File: src/rtl/hazard_scoreboard_pkg.sv
// Shared definitions for the load-use hazard scoreboard: register file geometry
// and the default load-to-forward latency.
package hazard_scoreboard_pkg;

    localparam int NREG_DEF     = 32;
    localparam int RW_DEF       = 5;
    localparam int LOAD_LAT_DEF = 1;

    function automatic int pend_width(input int lat);
        return $clog2(lat + 1);
    endfunction

endpackage

File: src/rtl/hazard_scoreboard_pend_counter.sv
// Per-register countdown of cycles until a pending load result becomes
// forwardable; reload wins over decrement, a memory stall freezes the count.
module pend_counter #(
    parameter int W   = 1,
    parameter int LAT = 1
) (
    input  logic clk,
    input  logic rst,
    input  logic load,
    input  logic freeze,
    output logic pending
);

    logic [W-1:0] cnt_r;

    // Countdown state: load to LAT, hold while frozen, otherwise count down to zero.
    always_ff @(posedge clk or posedge rst) begin
        if (rst) begin
            cnt_r <= '0;
        end else if (load) begin
            cnt_r <= W'(LAT);
        end else if (freeze) begin
            cnt_r <= cnt_r;
        end else if (cnt_r != '0) begin
            cnt_r <= cnt_r - W'(1);
        end else begin
            cnt_r <= cnt_r;
        end
    end

    assign pending = (cnt_r != '0);

endmodule

File: src/rtl/hazard_scoreboard.sv
// Load-use hazard scoreboard: tracks in-flight load destinations and stalls ID
// while any read source is still waiting on its load result.
module hazard_scoreboard
    import hazard_scoreboard_pkg::*;
#(
    parameter int NREG     = NREG_DEF,
    parameter int RW       = RW_DEF,
    parameter int NSRC     = 2,
    parameter int LOAD_LAT = LOAD_LAT_DEF,
    parameter int CW       = 32
) (
    input  logic               clk_i,
    input  logic               rst_i,
    input  logic               ID_Valid_i,
    input  logic               ID_MemRead_i,
    input  logic [RW-1:0]      ID_Rd_i,
    input  logic [NSRC*RW-1:0] ID_Rs_i,
    input  logic [NSRC-1:0]    ID_RsUse_i,
    input  logic               Mem_Stall_i,
    input  logic               Flush_i,
    output logic               NoOp_EX_o,
    output logic               Stall_ID_o,
    output logic               Busy_o,
    output logic [CW-1:0]      Stall_Cnt_o
);

    localparam int PW    = pend_width(LOAD_LAT);
    localparam int NSLOT = 1 << RW;

    // Slots beyond NREG-1 (non power-of-two register files) and x0 are never pending.
    logic [NSLOT-1:0] pend_s;
    logic             hazard_s;
    logic             issue_s;
    logic [CW-1:0]    stall_cnt_r;

    assign pend_s[0] = 1'b0;

    for (genvar r = 1; r < NSLOT; r++) begin : g_reg
        if (r < NREG) begin : g_cnt
            pend_counter #(
                .W   (PW),
                .LAT (LOAD_LAT)
            ) u_pend (
                .clk     (clk_i),
                .rst     (rst_i),
                .load    (issue_s & ID_MemRead_i & (ID_Rd_i == RW'(r))),
                .freeze  (Mem_Stall_i),
                .pending (pend_s[r])
            );
        end else begin : g_none
            assign pend_s[r] = 1'b0;
        end
    end

    // Hazard when a read, nonzero source still has a load in flight.
    always_comb begin
        hazard_s = 1'b0;
        for (int k = 0; k < NSRC; k++) begin
            hazard_s = hazard_s
                     | (ID_RsUse_i[k]
                        & (ID_Rs_i[k*RW +: RW] != '0)
                        & pend_s[ID_Rs_i[k*RW +: RW]]);
        end
        hazard_s = hazard_s & ID_Valid_i & ~Flush_i;
    end

    assign issue_s    = ID_Valid_i & ~hazard_s & ~Mem_Stall_i & ~Flush_i;
    assign Stall_ID_o = hazard_s;
    assign NoOp_EX_o  = hazard_s & ~Mem_Stall_i;
    assign Busy_o     = |pend_s;

    // Saturating count of bubbles injected into EX.
    always_ff @(posedge clk_i or posedge rst_i) begin
        if (rst_i) begin
            stall_cnt_r <= '0;
        end else if (NoOp_EX_o && (stall_cnt_r != {CW{1'b1}})) begin
            stall_cnt_r <= stall_cnt_r + CW'(1);
        end else begin
            stall_cnt_r <= stall_cnt_r;
        end
    end

    assign Stall_Cnt_o = stall_cnt_r;

endmodule

File: config.mk
export PLATFORM = sky130hd
export DESIGN_NAME = hazard_scoreboard
export DESIGN_NICKNAME = d
export VERILOG_FILES = /design/src/rtl/hazard_scoreboard_pkg.sv /design/src/rtl/hazard_scoreboard_pend_counter.sv /design/src/rtl/hazard_scoreboard.sv
export SDC_FILE = /design/constraint.sdc
export NUM_CORES = 1
export LEC_CHECK = 0
export BUFFER_PORTS_ARGS = -buffer_cell sky130_fd_sc_hd__buf_2
export CELL_PAD_IN_SITES_DETAIL_PLACEMENT = 0
export CELL_PAD_IN_SITES_GLOBAL_PLACEMENT = 2
export CORE_UTILIZATION = 30
export CTS_CLUSTER_DIAMETER = 200
export DETAILED_ROUTE_END_ITERATION = 16
export MAX_ROUTING_LAYER = met4
export PLACE_DENSITY_LB_ADDON = 0.1
export RECOVER_POWER = 100
export SYNTH_ARGS = -nofsm -noshare
export SYNTH_HDL_FRONTEND = slang
export SYNTH_SLANG_ARGS = --single-unit
File: constraint.sdc
create_clock -name clk_i -period 3.8 [get_ports clk_i]
set_clock_uncertainty 0.15 [all_clocks]
set_input_delay 0.38 -clock clk_i [delete_from_list [all_inputs] [get_ports clk_i]]
set_output_delay 0.38 -clock clk_i [all_outputs]
set_load 0.05 [all_outputs]
## Word-level counts from Yosys, hierarchy flattened

Cells that the tools add are included.

| storage, ports and cells | value |
|---|---|
| register bits after elaboration | 63 |
| input port bits | 23 |
| output and inout bits | 35 |
| logic and storage cells | 276 |

| cells by class | value |
|---|---|
| add/subtract/negate cells | 32 |
| $lt $le $gt $ge | 2 |
| eq/ne operators | 63 |
| multiplexer cells | 97 |
| bitwise operators | 46 |
| reduce and logical (&&, ||, !) cells | 4 |

Operators with widths:

| operator | number |
|---|---|
| 2-to-1 mux 1 bit | 95 |
| equality test 5 bit (second input constant) | 16 |
| inequality test 2 x 1 -> 1 bit (second input constant) | 31 |
| AND 1 bit | 42 |
| equality test 5 x 4 -> 1 bit (second input constant) | 8 |
| adder 32 x 1 -> 32 bit (second input constant) | 1 |
| inequality test 32 bit (second input constant) | 1 |
| OR reduction 31 bit | 1 |
| subtractor 1 bit (second input constant) | 31 |
| equality test 5 x 3 -> 1 bit (second input constant) | 4 |
| < comparator 5 x 6 -> 1 bit (second input constant) | 2 |
| binary-select mux 1 bit (select 5 bit) | 2 |
| equality test 5 x 2 -> 1 bit (second input constant) | 2 |
| nonzero test 5 bit | 2 |
| equality test 5 x 1 -> 1 bit (second input constant) | 1 |
| inverter 1 bit | 3 |
| logical AND 1 bit | 1 |
| OR 1 bit | 1 |

## Depth between registers and ports, before layout

| logic depth | value |
|---|---|
| depth after elaboration | 13 |
| depth in mapped cells | 9 |
| gate-level depth less buffers | 7 |

## By module

Synthesis repeated with hierarchy kept, for this count alone.

| second synthesis, totals | value |
|---|---|
| cells, all modules | 355 |
| area, all modules | 3614.7 µm² |

By module, submodules not included:

| module | instances | cells each | area an instance (µm²) | seq. area each (µm²) |
|---|---|---|---|---|
| hazard_scoreboard | 1 | 262 | 2489.9 | 800.8 |
| pend_counter | 31 | 3 | 36.3 | 25.0 |

## Worst setup path before layout

No wires, ideal clock.

| timing path | value |
|---|---|
| kind | input-to-output |
| start point | input port ID_Rs_i[1] |
| end point | output port NoOp_EX_o |
| arrival | 2.449 ns |
| data required time | 3.270 ns |
| slack | 0.821 ns |
| stages on the path | 8 |
| buffers on the path | 2 |
| cell sequence | clkbuf_1 -> nor2_1 -> a22oi_1 -> a311oi_1 -> a311oi_1 -> a32oi_4 -> buf_2 -> nor2_1 |

| on the way | value |
|---|---|
| cells in the longest elaborated chain, start to end | 7 |
| elaborated cells between the ends (all ways) | 9 |
| those cells by class | mux (2); bitwise (6); reduce/logical (1) |

RTL lines:

| element | line | text |
|---|---|---|
| from (decl) | hazard_scoreboard.sv:17 | `input logic [NSRC*RW-1:0] ID_Rs_i,` |
| binary-select mux 1 bit (select 5 bit) / nonzero test 5 bit (equally long branches) | hazard_scoreboard.sv:62, hazard_scoreboard.sv:61 |  |
| 2-to-1 mux 1 bit (not written as such) / AND 1 bit (equally long branches) | hazard_scoreboard.sv:62, hazard_scoreboard.sv:61 |  |
| AND 1 bit (*) | hazard_scoreboard.sv:62 | `& pend_s[ID_Rs_i[k*RW +: RW]]);` |
| OR 1 bit (*) | hazard_scoreboard.sv:60 | `\| (ID_RsUse_i[k]` |
| AND 1 bit (*) (2 in series) | hazard_scoreboard.sv:64 | `hazard_s = hazard_s & ID_Valid_i & ~Flush_i;` |
| AND 1 bit (*) | hazard_scoreboard.sv:69 | `assign NoOp_EX_o = hazard_s & ~Mem_Stall_i;` |
| to (decl) | hazard_scoreboard.sv:21 | `output logic NoOp_EX_o,` |

Every way passes the cells marked *; elsewhere a longest branch is shown, timed or not. The select of a mux whose other input is x is not followed.

## Worst setup path in the final report

| timing path | value |
|---|---|
| start point | register g_reg[31].g_cnt.u_pend.cnt_r |
| end point | output port Stall_ID_o |

| on the way | value |
|---|---|
| cells in the longest elaborated chain, start to end | 6 |
| elaborated cells between the ends (all ways) | 9 |
| those cells by class | mux (4); bitwise (5) |

RTL lines:

| element | line | text |
|---|---|---|
| from (decl) | hazard_scoreboard_pend_counter.sv:14 | `logic [W-1:0] cnt_r;` |
| from (signal assigned) | hazard_scoreboard_pend_counter.sv:21 | `cnt_r <= W'(LAT);` |
| from (signal assigned) | hazard_scoreboard_pend_counter.sv:23 | `cnt_r <= cnt_r;` |
| from (signal assigned) | hazard_scoreboard_pend_counter.sv:25 | `cnt_r <= cnt_r - W'(1);` |
| binary-select mux 1 bit (select 5 bit) | hazard_scoreboard.sv:62 |  |
| 2-to-1 mux 1 bit (not written as such) | hazard_scoreboard.sv:62 |  |
| AND 1 bit | hazard_scoreboard.sv:62 |  |
| OR 1 bit (*) | hazard_scoreboard.sv:60 |  |
| AND 1 bit (*) (2 in series) | hazard_scoreboard.sv:64 |  |
| to (decl) | hazard_scoreboard.sv:22 | `output logic Stall_ID_o,` |

Marks and branches as above.

==> results.md <==
- The count of instances resized after the clock tree is built is 0.
- The final reports fail on max-capacitance violations, max-slew violations.
- The number of endpoints with negative hold slack in the final report was 0.
- The share of post-route cells with drive strength above 1 is around 15%.
- The largest net degree at the start of global routing is between 40 and 50.
- The synthesized design contains 63 register bits.
- The Yosys step of the flow raised 0 warnings.
- The length of the first detailed-routing pass in iterations is 4.
- The final clock period utilization by the worst path is a little over four fifths.
- The most used cell along the critical path is sky130_fd_sc_hd__mux4_2.
- The worst hold path startpoint is ID_Rd_i[2].
- The latest clock arrival within the worst-skew pair is about 0.32 ns.
- Detailed routing inserted a total of about 2800 vias.
- The run finished, with violations left.
- The total overflow left after global routing is 0.
- Along the worst hold path, the cell count comes to 3.
- For this design, the slowest cell found on the critical path is sky130_fd_sc_hd__mux4_2.
- The data required time at the worst endpoint is about 3.3 ns.
- The post-synthesis adder-cell area fraction is less than 1%.
- The leading cell type in the layout, fill and taps excluded is sky130_fd_sc_hd__dfrtp_1.
- The mux cell area share after synthesis is 11.9%.
- The highest cell delay on the worst timing path is between 0.4 and 0.5 ns.
- The routed wirelength normalized by instance count is about 18 um.
- The clock passes through at most 2 buffers.
- The critical path goes through mux4_2 -> mux4_2 -> clkinv_1 -> nand2_1 -> a32oi_4 -> nor2_1 -> clkbuf_1.
- The TritonCTS buffer count is 9.
- The via count of the first global-routing pass is approximately 2800.
- The number of antenna violations at the first check in global routing was 0.
- STA classifies the critical path endpoint as an output pin.
- The number of buffers added to fix hold violations after cts is 0.
- Cells fill approximately 37% of the core in the end.
- By startpoint and endpoint, the worst setup path is classified as reg -> out.
- Once detail routing completed, the nets flagged for antenna violations numbered 0.
- The cell area after technology mapping is between 0.003 and 0.004 sq mm.
- For this configuration, the core starts out at a cell density of 31.4%.
- The worst register-to-register path has a depth of 8.
- The synthesized netlist devotes between 20% and 30% of its cell area to simple gates.
- The detailed router finished its first iteration with about 110 violations.
- The combined global-route utilization of all metal layers is about 18%.
- For this run, the top clock speed supported by timing is slightly above 0.3 GHz.
- The floorplan step defined a die boundary enclosing between 0.01 and 0.015 sq mm.
- The minimum setup slack among reg-to-reg paths is 0.67 ns.
- TritonCTS built the clock tree.
- Clock-pin slew was measured on the worst setup and hold paths at 0.05 ns.
- Setup violations remaining at the end of the flow were counted as 0.
- The area added between synthesis and finish is 19.3%.
- The startpoint identified for the worst register-to-register timing path is g_reg[31].g_cnt.u_pend.pending.
- Using the TritonRoute via totals, the vias-per-cell ratio works out to 5.22.
- At the end of routability-driven placement, the weighted congestion stood at 0.777.
- At the pin with the least slew margin, the transition time is ~1.6 ns.
- The clock drives 63 sinks.
- The die extent in x is approximately 110 um.
- The final layout contains between 400 and 500 nets.
- The post-detailed-route DRC marker count is 0.
- Leaving out fill and tap cells, the most frequent cells in the layout are sky130_fd_sc_hd__dfrtp_1 (63), sky130_fd_sc_hd__nand2_1 (46), sky130_fd_sc_hd__clkbuf_1 (37), sky130_fd_sc_hd__xor2_1 (28), sky130_fd_sc_hd__o21ai_0 (23).
- For hold timing, the worst endpoint is g_reg[14].g_cnt.u_pend.pending.
- After Yosys synthesis, XOR and XNOR cells account for roughly 8% of the synthesized area.
- The count of pins on the block boundary is a little under 60.
- The share of synthesized area occupied by flip-flops and latches is 45.5%.
- Setup repair after global routing left no endpoint under its margin.
- The number of antenna diodes in the final layout is 0.
- The post-detailed-routing wire length is between 9000 and 10000 um.
- In this run the standard cell core region covers around 0.011 sq mm.
- The count of port buffers added during placement is between 50 and 60.
- The share of synthesized registers carrying an async set or reset is 100%.
- In this run the static leakage power is approximately 1.8 nW.
- The clock period minus worst slack is approximately 3.2 ns.
- The compound-cell area share of the yosys netlist is approximately 8.2%.
- The H-tree was split into 3 levels.
- The combinational family with the most area after synthesis is simple AND/OR/NAND/NOR gates.
- The average footprint of a synthesized cell is roughly 10 sq um.
- The sum of negative setup slack is 0 ns.
- In this run the clock root is driven by a sky130_fd_sc_hd__clkbuf_16.
- Synthesis produced a netlist with a net count of 360.
- The maximum ir drop on the vdd rail is 249 uV.
- The number of instances in the placed design is slightly above 500.
- The data arrival time of the worst path is ~2.7 ns.
- The count of flip-flops with a built-in enable after synthesis is 0.
- The startpoint kind of the worst setup timing path is a flip-flop.
- The prevailing post-synth register cell is sky130_fd_sc_hd__dfrtp_1.
- The site row count is 38.
- After the flow finishes, the layout carries non-filler instances totaling about 530.
- The filler cell count in the final layout is 1159.
- The half-perimeter wire length after detailed placement is between 6000 and 7000 um.
- The vertical die dimension is 109 um.
- The maximum fanout along the worst path is 12.
- The worst relative slew slack is -9.38%.
- Max-cap violations in this run came to 1.
- The wire length of the first global-routing pass is roughly 16000 um.
- The count of final max-slew check failures is around 40.
- The post-CTS setup buffer count is 0.
- In this run the worst hold path is classified as in -> reg.
- Power spread over the standard cell area amounts to around 460 mW/mm^2.
- Synthesis handed over a netlist of ~340 instances.
- Synthesis instantiated 45 different standard cells from the library.
- In this run the critical register-to-register path is captured at Stall_Cnt_o[19].
## how the worst max path moves through the flow
| stage | startpoint | to | slack, ns | depth (start not counted) |
|---|---|---|---|---|
| after global placement | ID_Rs_i[8] | Stall_ID_o | 0.77 | 8 |
| after detailed placement | ID_Rs_i[8] | Stall_ID_o | 0.75 | 8 |
| final | g_reg[31].g_cnt.u_pend.pending | Stall_ID_o | 0.59 | 7 |
| after CTS | g_reg[31].g_cnt.u_pend.pending | Stall_ID_o | 0.58 | 7 |
| after global routing | g_reg[17].g_cnt.u_pend.pending | g_reg[16].g_cnt.u_pend.pending | 0.41 | 7 |
| after floorplan | ID_Rs_i[1] | NoOp_EX_o | 0.82 | 8 |
## layout make-up
cell class                 count  area, sq um  area share (%)
multi-input combinational    246         1750            42.2
sequential                    63         1580            38.1
timing repair buffer          63          279            6.75
clock buffer                  12          267            6.45
tap                          140          175            4.24
clock inverter                 3         65.1            1.57
inverter                       7         26.3           0.636
## through the flow
stage	cell area [sq um]	worst slack, ns	hold WS, ns	power, mW
2_1_floorplan	3470	0.821	0.331	0.943
3_3_place_gp	3880	0.774	0.328	1.03
3_5_place_dp	3880	0.747	0.329	1.03
4_1_cts	4210	0.585	0.150	1.95
5_1_grt	4130	0.406	0.336	2.00
6_report	4130	0.585	0.302	1.92
## where the power goes
group	leakage, nW	internal (mW)	switching [mW]
registers	0.867	0.695	0.0293
clock network	0.165	0.623	0.294
logic	0.817	0.0640	0.214
total	1.85	1.38	0.538
## sequential cells by signal, summed over array words and instances (netlist names)
name,flops
Stall_Cnt_o,32
g.g_cnt.u_pend.pending,31
## logic make-up after synthesis
group | after synthesis
AOI/OAI and AO/OA | 41
xor gates and xnor gates | 31
adders and majority gates | 1
buffers and inverters | 27
DFF | 63
muxes | 26
and+or+nand+nor | 147
## metal layers
layer	GRT usage, %	vias up	wire length (um)
met1	23.0	1377	4400
met4	6.67	0	116
met5	-	-	0
li1	-	1345	-
met3	2.31	9	329
met2	28.8	54	4650
## cells in the mapped netlist (3+ instances only)
library cell               number  share of area, %
sky130_fd_sc_hd__mux4_2        12               7.8
sky130_fd_sc_hd__xor2_1        28               7.1
sky130_fd_sc_hd__buf_2          9               1.3
sky130_fd_sc_hd__and4_1         4               1.0
sky130_fd_sc_hd__o21ai_1       16               2.3
sky130_fd_sc_hd__nand3_1       16               2.3
sky130_fd_sc_hd__nand2_1       46               5.0
sky130_fd_sc_hd__xnor2_1        3              0.76
sky130_fd_sc_hd__nor4_1        13               2.3
sky130_fd_sc_hd__inv_1          6              0.65
sky130_fd_sc_hd__o21ai_0       10               1.4
sky130_fd_sc_hd__mux2_2         3              0.97
sky130_fd_sc_hd__mux2i_1       11               3.2
sky130_fd_sc_hd__nand4_1       12               2.2
sky130_fd_sc_hd__dfrtp_1       63                45
sky130_fd_sc_hd__a32o_1         5               1.4
sky130_fd_sc_hd__nor2b_1        3              0.54
sky130_fd_sc_hd__nor2_1        11               1.2
sky130_fd_sc_hd__clkbuf_1       9              0.97
sky130_fd_sc_hd__nor3_1        21               3.0
sky130_fd_sc_hd__and3_1         4              0.72
## critical path, delay by kind of cell (launching register included)
| family | cells | cell delay, ns |
|---|---|---|
| simple gates | 2 | 0.19 |
| mux | 2 | 0.94 |
| compound gates | 1 | 0.43 |
| buf+inv | 2 | 0.38 |
| flops | 1 | 0.41 |
Power figures use the tool's default switching activity.
